[config.mk]
export PLATFORM = sky130hd
export DESIGN_NAME = mem_wb_stage
export DESIGN_NICKNAME = d
export VERILOG_FILES = /design/src/rtl/mem_wb_stage.sv
export SDC_FILE = /design/constraint.sdc
export NUM_CORES = 1
export LEC_CHECK = 0
export CAP_MARGIN = 0
export CORE_ASPECT_RATIO = 0.8
export CORE_MARGIN = 10
export CORE_UTILIZATION = 39
export CTS_CLUSTER_SIZE = 28
export DETAILED_ROUTE_END_ITERATION = 12
export PLACE_DENSITY = 0.73
export SYNTH_ARGS = -nofsm -noshare
export SYNTH_HDL_FRONTEND = slang
export SYNTH_SLANG_ARGS = --single-unit
[constraint.sdc]
create_clock -name clk -period 6.6 [get_ports clk]
set_input_delay 0.66 -clock clk [delete_from_list [all_inputs] [get_ports clk]]
set_output_delay 0.66 -clock clk [all_outputs]
set_load 0.05 [all_outputs]
[src/rtl/mem_wb_stage.sv]
// Memory/writeback stage: ALU results pass straight to the rd port; loads and stores run byte-serially on an 8-bit port.
// Optional `MEM_MISALIGN_CHECK_EN rejects misaligned H/W accesses with a one-cycle misalign_o pulse.

`ifndef RegLen
`define RegLen 32
`endif
`ifndef RegAddrLen
`define RegAddrLen 5
`endif

module mem_wb_stage (
    input  logic                   clk,
    input  logic                   rst,
    input  logic                   ex_valid_i,
    input  logic                   ex_rd_enable_i,
    input  logic [`RegAddrLen-1:0] ex_rd_addr_i,
    input  logic [`RegLen-1:0]     ex_result_i,
    input  logic [3:0]             ex_mem_op_i,
    input  logic [`RegLen-1:0]     ex_store_data_i,
    output logic                   stall_o,
    output logic [`RegLen-1:0]     mem_a_o,
    output logic                   mem_wr_o,
    output logic [7:0]             mem_dout_o,
    input  logic [7:0]             mem_din_i,
    output logic                   rd_enable_o,
    output logic [`RegAddrLen-1:0] rd_addr_o,
    output logic [`RegLen-1:0]     rd_data_o,
    output logic                   misalign_o
);

    typedef enum logic [1:0] {IDLE, LOAD, STORE, WB} state_t;

    typedef enum logic [3:0] {
        OP_NONE = 4'd0,
        OP_LB   = 4'd1,
        OP_LH   = 4'd2,
        OP_LW   = 4'd3,
        OP_LBU  = 4'd4,
        OP_LHU  = 4'd5,
        OP_SB   = 4'd6,
        OP_SH   = 4'd7,
        OP_SW   = 4'd8
    } mem_op_t;

    function automatic logic [2:0] op_size(input mem_op_t op);
        case (op)
            OP_LH, OP_LHU, OP_SH: op_size = 3'd2;
            OP_LW, OP_SW:         op_size = 3'd4;
            default:              op_size = 3'd1;
        endcase
    endfunction

    function automatic logic [`RegLen-1:0] extend(input mem_op_t op, input logic [`RegLen-1:0] b);
        case (op)
            OP_LB:   extend = {{24{b[7]}}, b[7:0]};
            OP_LH:   extend = {{16{b[15]}}, b[15:0]};
            OP_LBU:  extend = {24'd0, b[7:0]};
            OP_LHU:  extend = {16'd0, b[15:0]};
            default: extend = b;
        endcase
    endfunction

    state_t                   state_q, state_d;
    logic [2:0]               cnt_q, cnt_d;
    mem_op_t                  op_q, op_d;
    logic [`RegLen-1:0]       addr_q, addr_d;
    logic [`RegLen-1:0]       sdata_q, sdata_d;
    logic                     rd_en_q, rd_en_d;
    logic [`RegAddrLen-1:0]   rd_dst_q, rd_dst_d;
    logic [`RegLen-1:0]       ld_buf_q, ld_buf_d;

    logic [`RegLen-1:0]       mem_a_d;
    logic                     mem_wr_d;
    logic [7:0]               mem_dout_d;
    logic                     rd_enable_d;
    logic [`RegAddrLen-1:0]   rd_addr_d;
    logic [`RegLen-1:0]       rd_data_d;

    mem_op_t                  ex_op;
    logic                     ex_is_mem;
    logic                     ex_is_store;
    logic                     accept;
    logic                     misaligned;
    logic [1:0]               byte_idx;

    always_comb begin
        ex_op       = (ex_mem_op_i > 4'd8) ? OP_NONE : mem_op_t'(ex_mem_op_i);
        ex_is_mem   = (ex_op != OP_NONE);
        ex_is_store = (ex_op == OP_SB) || (ex_op == OP_SH) || (ex_op == OP_SW);
    end

`ifdef MEM_MISALIGN_CHECK_EN
    always_comb begin
        misaligned = 1'b0;
        case (ex_op)
            OP_LH, OP_LHU, OP_SH: misaligned = ex_result_i[0];
            OP_LW, OP_SW:         misaligned = |ex_result_i[1:0];
            default:              misaligned = 1'b0;
        endcase
    end
`else
    assign misaligned = 1'b0;
`endif

    always_comb begin
        state_d     = state_q;
        cnt_d       = cnt_q;
        op_d        = op_q;
        addr_d      = addr_q;
        sdata_d     = sdata_q;
        rd_en_d     = rd_en_q;
        rd_dst_d    = rd_dst_q;
        ld_buf_d    = ld_buf_q;
        mem_a_d     = mem_a_o;
        mem_wr_d    = 1'b0;
        mem_dout_d  = mem_dout_o;
        rd_enable_d = 1'b0;
        rd_addr_d   = rd_addr_o;
        rd_data_d   = rd_data_o;
        stall_o     = 1'b0;
        accept      = 1'b0;
        byte_idx    = cnt_q[1:0] - 2'd1;

        case (state_q)
            IDLE: accept = ex_valid_i;
            WB: begin
                state_d = IDLE;
                accept  = ex_valid_i;
            end
            LOAD: begin
                stall_o = 1'b1;
                // Byte requested at cnt-1 arrives now; cnt==size means the final byte is on mem_din_i.
                if (cnt_q != 3'd0)
                    ld_buf_d[{byte_idx, 3'b000} +: 8] = mem_din_i;
                if (cnt_q == op_size(op_q)) begin
                    state_d     = WB;
                    cnt_d       = 3'd0;
                    rd_enable_d = rd_en_q;
                    if (rd_en_q) begin
                        rd_addr_d = rd_dst_q;
                        rd_data_d = extend(op_q, ld_buf_d);
                    end
                end else begin
                    cnt_d = cnt_q + 3'd1;
                    if (cnt_d < op_size(op_q))
                        mem_a_d = addr_q + {29'd0, cnt_d};
                end
            end
            STORE: begin
                stall_o = 1'b1;
                if (cnt_q + 3'd1 < op_size(op_q)) begin
                    cnt_d      = cnt_q + 3'd1;
                    mem_wr_d   = 1'b1;
                    mem_a_d    = addr_q + {29'd0, cnt_d};
                    mem_dout_d = sdata_q[{cnt_d[1:0], 3'b000} +: 8];
                end else begin
                    state_d = IDLE;
                    cnt_d   = 3'd0;
                end
            end
            default: state_d = IDLE;
        endcase

        if (accept) begin
            if (!ex_is_mem) begin
                state_d     = IDLE;
                rd_enable_d = ex_rd_enable_i;
                if (ex_rd_enable_i) begin
                    rd_addr_d = ex_rd_addr_i;
                    rd_data_d = ex_result_i;
                end
            end else begin
                stall_o = 1'b1;
                if (misaligned) begin
                    state_d = IDLE;
                end else begin
                    state_d  = ex_is_store ? STORE : LOAD;
                    cnt_d    = 3'd0;
                    op_d     = ex_op;
                    addr_d   = ex_result_i;
                    sdata_d  = ex_store_data_i;
                    rd_en_d  = ex_rd_enable_i && !ex_is_store;
                    rd_dst_d = ex_rd_addr_i;
                    ld_buf_d = '0;
                    mem_a_d  = ex_result_i;
                    if (ex_is_store) begin
                        mem_wr_d   = 1'b1;
                        mem_dout_d = ex_store_data_i[7:0];
                    end
                end
            end
        end
    end

    always_ff @(posedge clk) begin
        if (rst) begin
            state_q     <= IDLE;
            cnt_q       <= '0;
            op_q        <= OP_NONE;
            addr_q      <= '0;
            sdata_q     <= '0;
            rd_en_q     <= 1'b0;
            rd_dst_q    <= '0;
            ld_buf_q    <= '0;
            mem_a_o     <= '0;
            mem_wr_o    <= 1'b0;
            mem_dout_o  <= '0;
            rd_enable_o <= 1'b0;
            rd_addr_o   <= '0;
            rd_data_o   <= '0;
        end else begin
            state_q     <= state_d;
            cnt_q       <= cnt_d;
            op_q        <= op_d;
            addr_q      <= addr_d;
            sdata_q     <= sdata_d;
            rd_en_q     <= rd_en_d;
            rd_dst_q    <= rd_dst_d;
            ld_buf_q    <= ld_buf_d;
            mem_a_o     <= mem_a_d;
            mem_wr_o    <= mem_wr_d;
            mem_dout_o  <= mem_dout_d;
            rd_enable_o <= rd_enable_d;
            rd_addr_o   <= rd_addr_d;
            rd_data_o   <= rd_data_d;
        end
    end

`ifdef MEM_MISALIGN_CHECK_EN
    always_ff @(posedge clk) begin
        if (rst)
            misalign_o <= 1'b0;
        else
            misalign_o <= accept && ex_is_mem && misaligned;
    end
`else
    assign misalign_o = 1'b0;
`endif

endmodule
==> results of run 1 <==
## cell type report
| class | instances | area (sq um) |
|---|---|---|
| tap | 318 | 397.9 |
| multi-input combinational | 917 | 5410 |
| clock inverter | 12 | 181.4 |
| timing repair buffer | 179 | 1752 |
| sequential | 190 | 3804 |
| fill | 2274 | 12360 |
| clock buffer | 19 | 452.9 |
| inverter | 21 | 78.83 |
## worst max-delay path, delay by kind of cell, from the launching register on
family                   cells  cell delay, ns
buffers and inverters        3            1.02
AND/OR/NAND/NOR              3            0.93
adder cells (fa/ha/maj)      1            0.67
flip-flops                   1            0.40
## cell families after synthesis
logic type               count (synthesis)  synth area share
AND/OR/NAND/NOR                        528            0.2585
flip-flops                             190            0.3917
AO/OA/AOI/OAI                          293            0.1864
other                                    1         0.0003862
adder cells (fa/ha/maj)                 15           0.02010
XOR/XNOR                                27           0.02435
buffers and inverters                  116           0.05257
multiplexers                            53           0.06597
## metal layers
layer  global-route usage  share of wire
met4              0.04158          0.013
met1               0.2733           0.45
met5                    0              0
met3              0.05938           0.11
met2               0.2807           0.43
## cell usage in the layout (no fill, tap or decap), types with 5 or more instances in the layout
master | netlist | layout
a211oi_1 | 17 | 17
a21boi_0 | 8 | 8
a21o_1 | 10 | 10
a21oi_1 | 135 | 135
a221oi_1 | 6 | 6
a311oi_1 | 11 | 11
and3_1 | 10 | 9
buf_4 | 4 | 16
clkbuf_16 | 0 | 17
clkdlybuf4s50_1 | 0 | 163
dfxtp_1 | 190 | 190
ha_1 | 14 | 14
inv_1 | 21 | 21
mux2_2 | 8 | 8
mux2i_1 | 37 | 37
mux4_2 | 8 | 8
nand2_1 | 232 | 232
nand2b_1 | 15 | 15
nand3_1 | 49 | 48
nand3b_1 | 9 | 9
nand4_1 | 9 | 9
nand4b_1 | 7 | 7
nor2_1 | 108 | 108
nor3_1 | 33 | 33
nor4_1 | 14 | 14
o211ai_1 | 15 | 15
o21ai_0 | 29 | 29
o21ai_1 | 18 | 18
o22ai_1 | 8 | 8
o31ai_1 | 6 | 6
o32ai_1 | 5 | 5
or4_1 | 8 | 8
or4b_1 | 7 | 7
xnor2_1 | 18 | 18
xor2_1 | 9 | 9
## through the flow
| step | utilization | area [sq um] | setup slack [ns] | hold WS [ns] |
|---|---|---|---|---|
| 3_3_place_gp | 0.4682 | 11440 | 2.634 | 0.4400 |
| 6_report | 0.4941 | 12080 | 2.490 | 0.4567 |
| 5_1_grt | 0.4941 | 12080 | 2.358 | 0.4701 |
| 4_1_cts | 0.4941 | 12080 | 2.504 | 0.4573 |
| 3_5_place_dp | 0.4682 | 11440 | 2.458 | 0.4470 |
| 2_1_floorplan | - | 9711 | 2.936 | 0.4319 |
## flip-flops by register name (all words and copies together) (netlist names), 5 cells and up
| register | count |
|---|---|
| addr_q | 32 |
| ld_buf_q | 32 |
| mem_a_o | 32 |
| mem_dout_o | 8 |
| rd_addr_o | 5 |
| rd_data_o | 32 |
| rd_dst_q | 5 |
| sdata_q | 32 |
## power by group
part	switching, mW	internal, mW
Clock	0.468	0.658
Combinational	0.450	0.230
Sequential	0.0627	1.22
Total	0.981	2.11
## Yosys cell counts (5+ instances only)
| cell type | count |
|---|---|
| a211oi_1 | 17 |
| and3_1 | 10 |
| a221oi_1 | 6 |
| a21oi_1 | 135 |
| nand2b_1 | 15 |
| ha_1 | 14 |
| nor3_1 | 33 |
| o32ai_1 | 5 |
| nor2_1 | 108 |
| mux2_2 | 8 |
| xor2_1 | 9 |
| o21ai_0 | 29 |
| a21boi_0 | 8 |
| mux4_2 | 8 |
| nand4b_1 | 7 |
| o211ai_1 | 15 |
| xnor2_1 | 18 |
| clkbuf_1 | 63 |
| buf_1 | 12 |
| mux2i_1 | 37 |
| or4b_1 | 7 |
| o22ai_1 | 8 |
| buf_2 | 11 |
| or4_1 | 8 |
| nand3_1 | 49 |
| o21ai_1 | 18 |
| inv_1 | 21 |
| o31ai_1 | 6 |
| nand3b_1 | 9 |
| a21o_1 | 10 |
| nand4_1 | 9 |
| nor4_1 | 14 |
| nand2_1 | 232 |
| a311oi_1 | 11 |
| dfxtp_1 | 190 |
## how the worst min path moves through the flow
| stage | startpoint | to | slack, ns |
|---|---|---|---|
| 2_1_floorplan | rd_en_q | rd_en_q | 0.43 |
| 3_3_place_gp | sdata_q[9] | sdata_q[9] | 0.44 |
| 3_5_place_dp | rd_en_q | rd_en_q | 0.45 |
| 4_1_cts | sdata_q[9] | sdata_q[9] | 0.46 |
| 5_1_grt | sdata_q[5] | sdata_q[5] | 0.47 |
| 6_report | sdata_q[5] | sdata_q[5] | 0.46 |
==> impl_metrics.py, run 1 <==
metrics = {
    "place": {
        "portBuffers": 164,
        "globalplace.congestion": 0.8915,
        "hpwl_um": 22910,
        "placedCellCount": 1625,
    },
    "yosys": {
        "syn-mean-instance-area_sq_um": 7.940,
        "synth-seq-cells": 190,
        "synth_top_area_cell": "dfxtp_1",
        "synthArstFlopShare": 0,
        "ys_types": 71,
        "postSynthCellCount": 1223,
        "synth-edff-count": 0,
        "synth_top_area_frac": 0.3917,
        "syn-num-nets": 1323,
        "synth_area_leaders": "dfxtp_1 (39%), nand2_1 (9.0%), a21oi_1 (7.0%), nor2_1 (4.2%), mux2i_1 (3.8%)",
        "syn_area_sq_mm": 0.009711,
        "yosysWarnings": 0,
        "yosysSeqAreaShare": 0.3917,
        "synthFlopType": "dfxtp_1",
    },
    "grt": {
        "overflow": 0,
        "grt_pass1_vias": 8815,
        "grt_first_pass_wirelength_um": 49540,
        "grt_start_max_net_pins": 99,
        "antenna_found_initial": 0,
        "track_usage": 0.1933,
    },
    "setup_path": {
        "arrival_ns": 3.45,
        "critPathKind": "flop to output port",
        "r2r_start": "op_q[0]",
        "r2r.worst_path.cells": 10,
        "cpMostUsedCell": "inv_1",
        "cp.required_ns": 5.94,
        "cp-endpoint": "stall_o",
        "crit_chain": "inv_1 > ha_1 > and2_1 > and3_2 > nor2_1 > inv_1 > clkdlybuf4s50_1",
        "slowest_stage": "clkdlybuf4s50_1",
        "worst_setup_path_end_kind": "output port",
        "timing.rr.end": "rd_data_o[0]",
        "max_stage_delay_ns": 0.83,
        "critical_path.startpoint": "state_q[0]",
        "worstPathMaxFanout": 17,
        "regToRegSetupSlack_ns": 2.79,
        "worstSetupStartpointType": "flop",
    },
    "min_path": {
        "whs_path_depth": 2,
        "hp-class": "flop to flop",
    },
    "timing": {
        "setup_viol": 0,
        "setup_tns_ns": 0,
        "hold_viol": 0,
        "fin_crit_sh": 0.6228,
        "rsz0062_at_grt": "false",
        "fmax_mhz": 243.3,
        "worst_pin_slew_ns": 1.222,
        "skew_ns": 0.01157,
        "slew_violations": 0,
        "fin_crit_ns": 4.110,
        "relSlewSlack": 0.1796,
    },
    "routing": {
        "wl_um": 32000,
        "ant_nets": 0,
        "via_per_inst": 5.699,
        "vias": 9438,
        "detail_route.wl_per_cell_um": 19.32,
        "drt_iter0_drc": 967,
        "drc": 0,
        "firstDrtPassIters": 5,
    },
    "clock_network": {
        "cts_root_buf": "clkbuf_16",
        "postCtsSetupBuffers": 0,
        "h-tree-depth": 4,
        "tritoncts": "yes",
        "clk_pin_slew_ns": 0.07,
        "cts_buffers": 17,
        "cts_hold_buf": 0,
        "clock_sinks": 190,
        "clk-insertion-delay-late_ns": 0.44,
        "cts_max_path_buffers": 2,
        "cts-resized-gates": 0,
    },
    "floorplan": {
        "core_sq_mm": 0.02444,
        "die_h_um": 161.1,
        "fp.dieArea_sq_mm": 0.03165,
        "pin_count": 166,
        "initial_utilization": 0.3973,
        "core.rowCount": 51,
        "die_x_um": 196.4,
    },
    "pwr": {
        "power_density_mw_per_mm2": 255.9,
        "peakVddDrop_mv": 0.1604,
        "finalPower_mw": 3.090,
        "p_leak_nw": 4.225,
    },
    "finish": {
        "insertedDiodeCount": 0,
        "finalNonFillerCells": 1656,
        "fin_nets": 1426,
        "syn2layout_area_growth_pct": 24.37,
        "layout-drive-gt1-share": 0.05830,
    },
    "job": {
        "drv_cap": 0,
    },
    "status": {
        "outcome": "complete, no violations",
    },
}
(Power assumes the default switching activity.)
==> run 2, diff against run 1 <==
PLACE_DENSITY = 0.75   (was 0.73)
clock period = 3.6 ns   (was 6.6 ns; I/O delays follow)
==> impl_metrics.py, run 2 (synthesis results as in run 1) <==
metrics = {
    "place": {
        "hpwl_um": 22910,
        "placedCellCount": 1638,
        "placed_cell_area_sq_mm": 0.01157,
        "globalplace.congestion": 0.9294,
        "portBuffers": 164,
    },
    "grt": {
        "grtUsageMet2": 0.2758,
        "grt_pass1_vias": 8764,
        "met1_usage": 0.2739,
        "grt_start_max_net_pins": 93,
        "track_usage": 0.1914,
        "grt_first_pass_wirelength_um": 49060,
        "antenna_found_initial": 0,
        "met3_usage": 0.05069,
        "overflow": 0,
        "busiest_layer": "met2",
    },
    "routing": {
        "wl_um": 31500,
        "via_per_inst": 5.716,
        "drt_iter0_drc": 1011,
        "detail_route.wl_per_cell_um": 18.86,
        "firstDrtPassIters": 5,
        "ant_nets": 0,
        "vias": 9545,
        "drc": 0,
    },
    "setup_path": {
        "worstSetupStartpointType": "flop",
        "critPathKind": "flop to flop",
        "worst_setup_path_end_kind": "flop",
        "cp.required_ns": 3.95,
        "arrival_ns": 3.65,
        "worstPathMaxFanout": 19,
    },
    "clock_network": {
        "clock_sinks": 190,
        "h-tree-depth": 4,
        "tritoncts": "yes",
        "cts-resized-gates": 0,
        "postCtsSetupBuffers": 0,
        "cts_root_buf": "clkbuf_16",
        "clk-insertion-delay-late_ns": 0.44,
        "cts_max_path_buffers": 2,
        "cts_hold_buf": 0,
        "cts_buffers": 17,
        "clk_pin_slew_ns": 0.08,
    },
    "timing": {
        "setup_viol": 0,
        "setup_tns_ns": 0,
        "slew_violations": 0,
        "relSlewSlack": 0.4602,
        "skew_ns": 0.01205,
        "hold_viol": 0,
        "fin_hold_ws_ns": 0.2951,
        "fin_crit_sh": 0.9158,
        "worst_pin_slew_ns": 0.8028,
        "fin_crit_ns": 3.297,
        "rsz0062_at_grt": "false",
        "fmax_mhz": 303.3,
    },
    "finish": {
        "final_cell_mix": "nand2_1 (232), dfxtp_1 (190), clkdlybuf4s50_1 (162), a21oi_1 (135), nor2_1 (108)",
        "final_common_cell": "nand2_1",
        "fill_cells": 2292,
        "layout-drive-gt1-share": 0.06731,
        "insertedDiodeCount": 0,
        "syn2layout_area_growth_pct": 25.00,
        "stdcell_area_sq_mm": 0.01214,
        "fin_nets": 1439,
        "finalNonFillerCells": 1670,
    },
    "pwr": {
        "power_density_mw_per_mm2": 452.3,
        "p_leak_nw": 4.260,
        "finalPower_mw": 5.490,
        "peakVddDrop_mv": 0.3669,
    },
    "floorplan": {
        "core.rowCount": 51,
        "pin_count": 166,
        "core_sq_mm": 0.02444,
        "die_x_um": 196.4,
        "initial_utilization": 0.3973,
        "die_h_um": 161.1,
        "fp.dieArea_sq_mm": 0.03165,
    },
    "job": {
        "drv_cap": 0,
    },
    "status": {
        "outcome": "complete, no violations",
    },
    "min_path": {
        "hp-class": "input pin to flop",
    },
}
-- run 2: cell types whose count changed in the layout (fill, tap and decap cells not counted), moves of 2 or more --
cell / previous run / this run
buf_12: 0 / 3
buf_4: 16 / 27
bufinv_16: 4 / 1
clkbuf_1: 0 / 2
clkbuf_8: 2 / 0
clkinvlp_4: 1 / 4
inv_8: 0 / 3
-- run 2: worst max-delay path, stage by stage, from the launching register on --
cell	delay [ns]
dfxtp_1	0.57
nor4bb_4	0.44
nor2_1	0.12
and2_1	0.16
ha_1	0.30
nor4_2	0.39
o22ai_4	0.21
a22oi_4	0.58
a22oi_1	0.19
a211oi_1	0.24
-- run 2: final timing paths --
check	startpoint	endpoint	slack, ns	depth (start not counted)
max reg2reg	op_q[0]	mem_a_o[25]	0.30	9
min reg2reg	sdata_q[10]	sdata_q[10]	0.46	2
min	rst	addr_q[6]	0.30	2
max	op_q[0]	mem_a_o[25]	0.30	9
-- run 2: layout make-up --
class                           instances  area, sq um  share of cell area
Multi-Input combinational cell        917         5410              0.4457
Sequential cell                       190         3804              0.3134
Timing Repair Buffer                  192         1884              0.1552
Clock buffer                           19        432.9             0.03567
Tap cell                              318        397.9             0.03278
Clock inverter                         13        130.1             0.01072
Inverter                               21        78.83            0.006494
-- run 2: per-stage QoR --
step	setup WS, ns	util
floorplan	0.04904	-
detailed placement	0.3471	0.4736
global placement	0.5166	0.4736
CTS	0.3448	0.4966
global route	0.09214	0.4966
finish	0.3032	0.4966
-- run 2: power breakdown --
| group | switching (mW) | internal, mW |
|---|---|---|
| registers | 0.113 | 2.24 |
| clock network | 0.888 | 0.972 |
| logic | 0.829 | 0.449 |
-- run 2: layer usage --
metal / up-vias / wire [um]
met4: 0 / 478
met2: 463 / 13520
met3: 33 / 3214
li1: 4548 / -
met1: 4501 / 14280
met5: - / 0
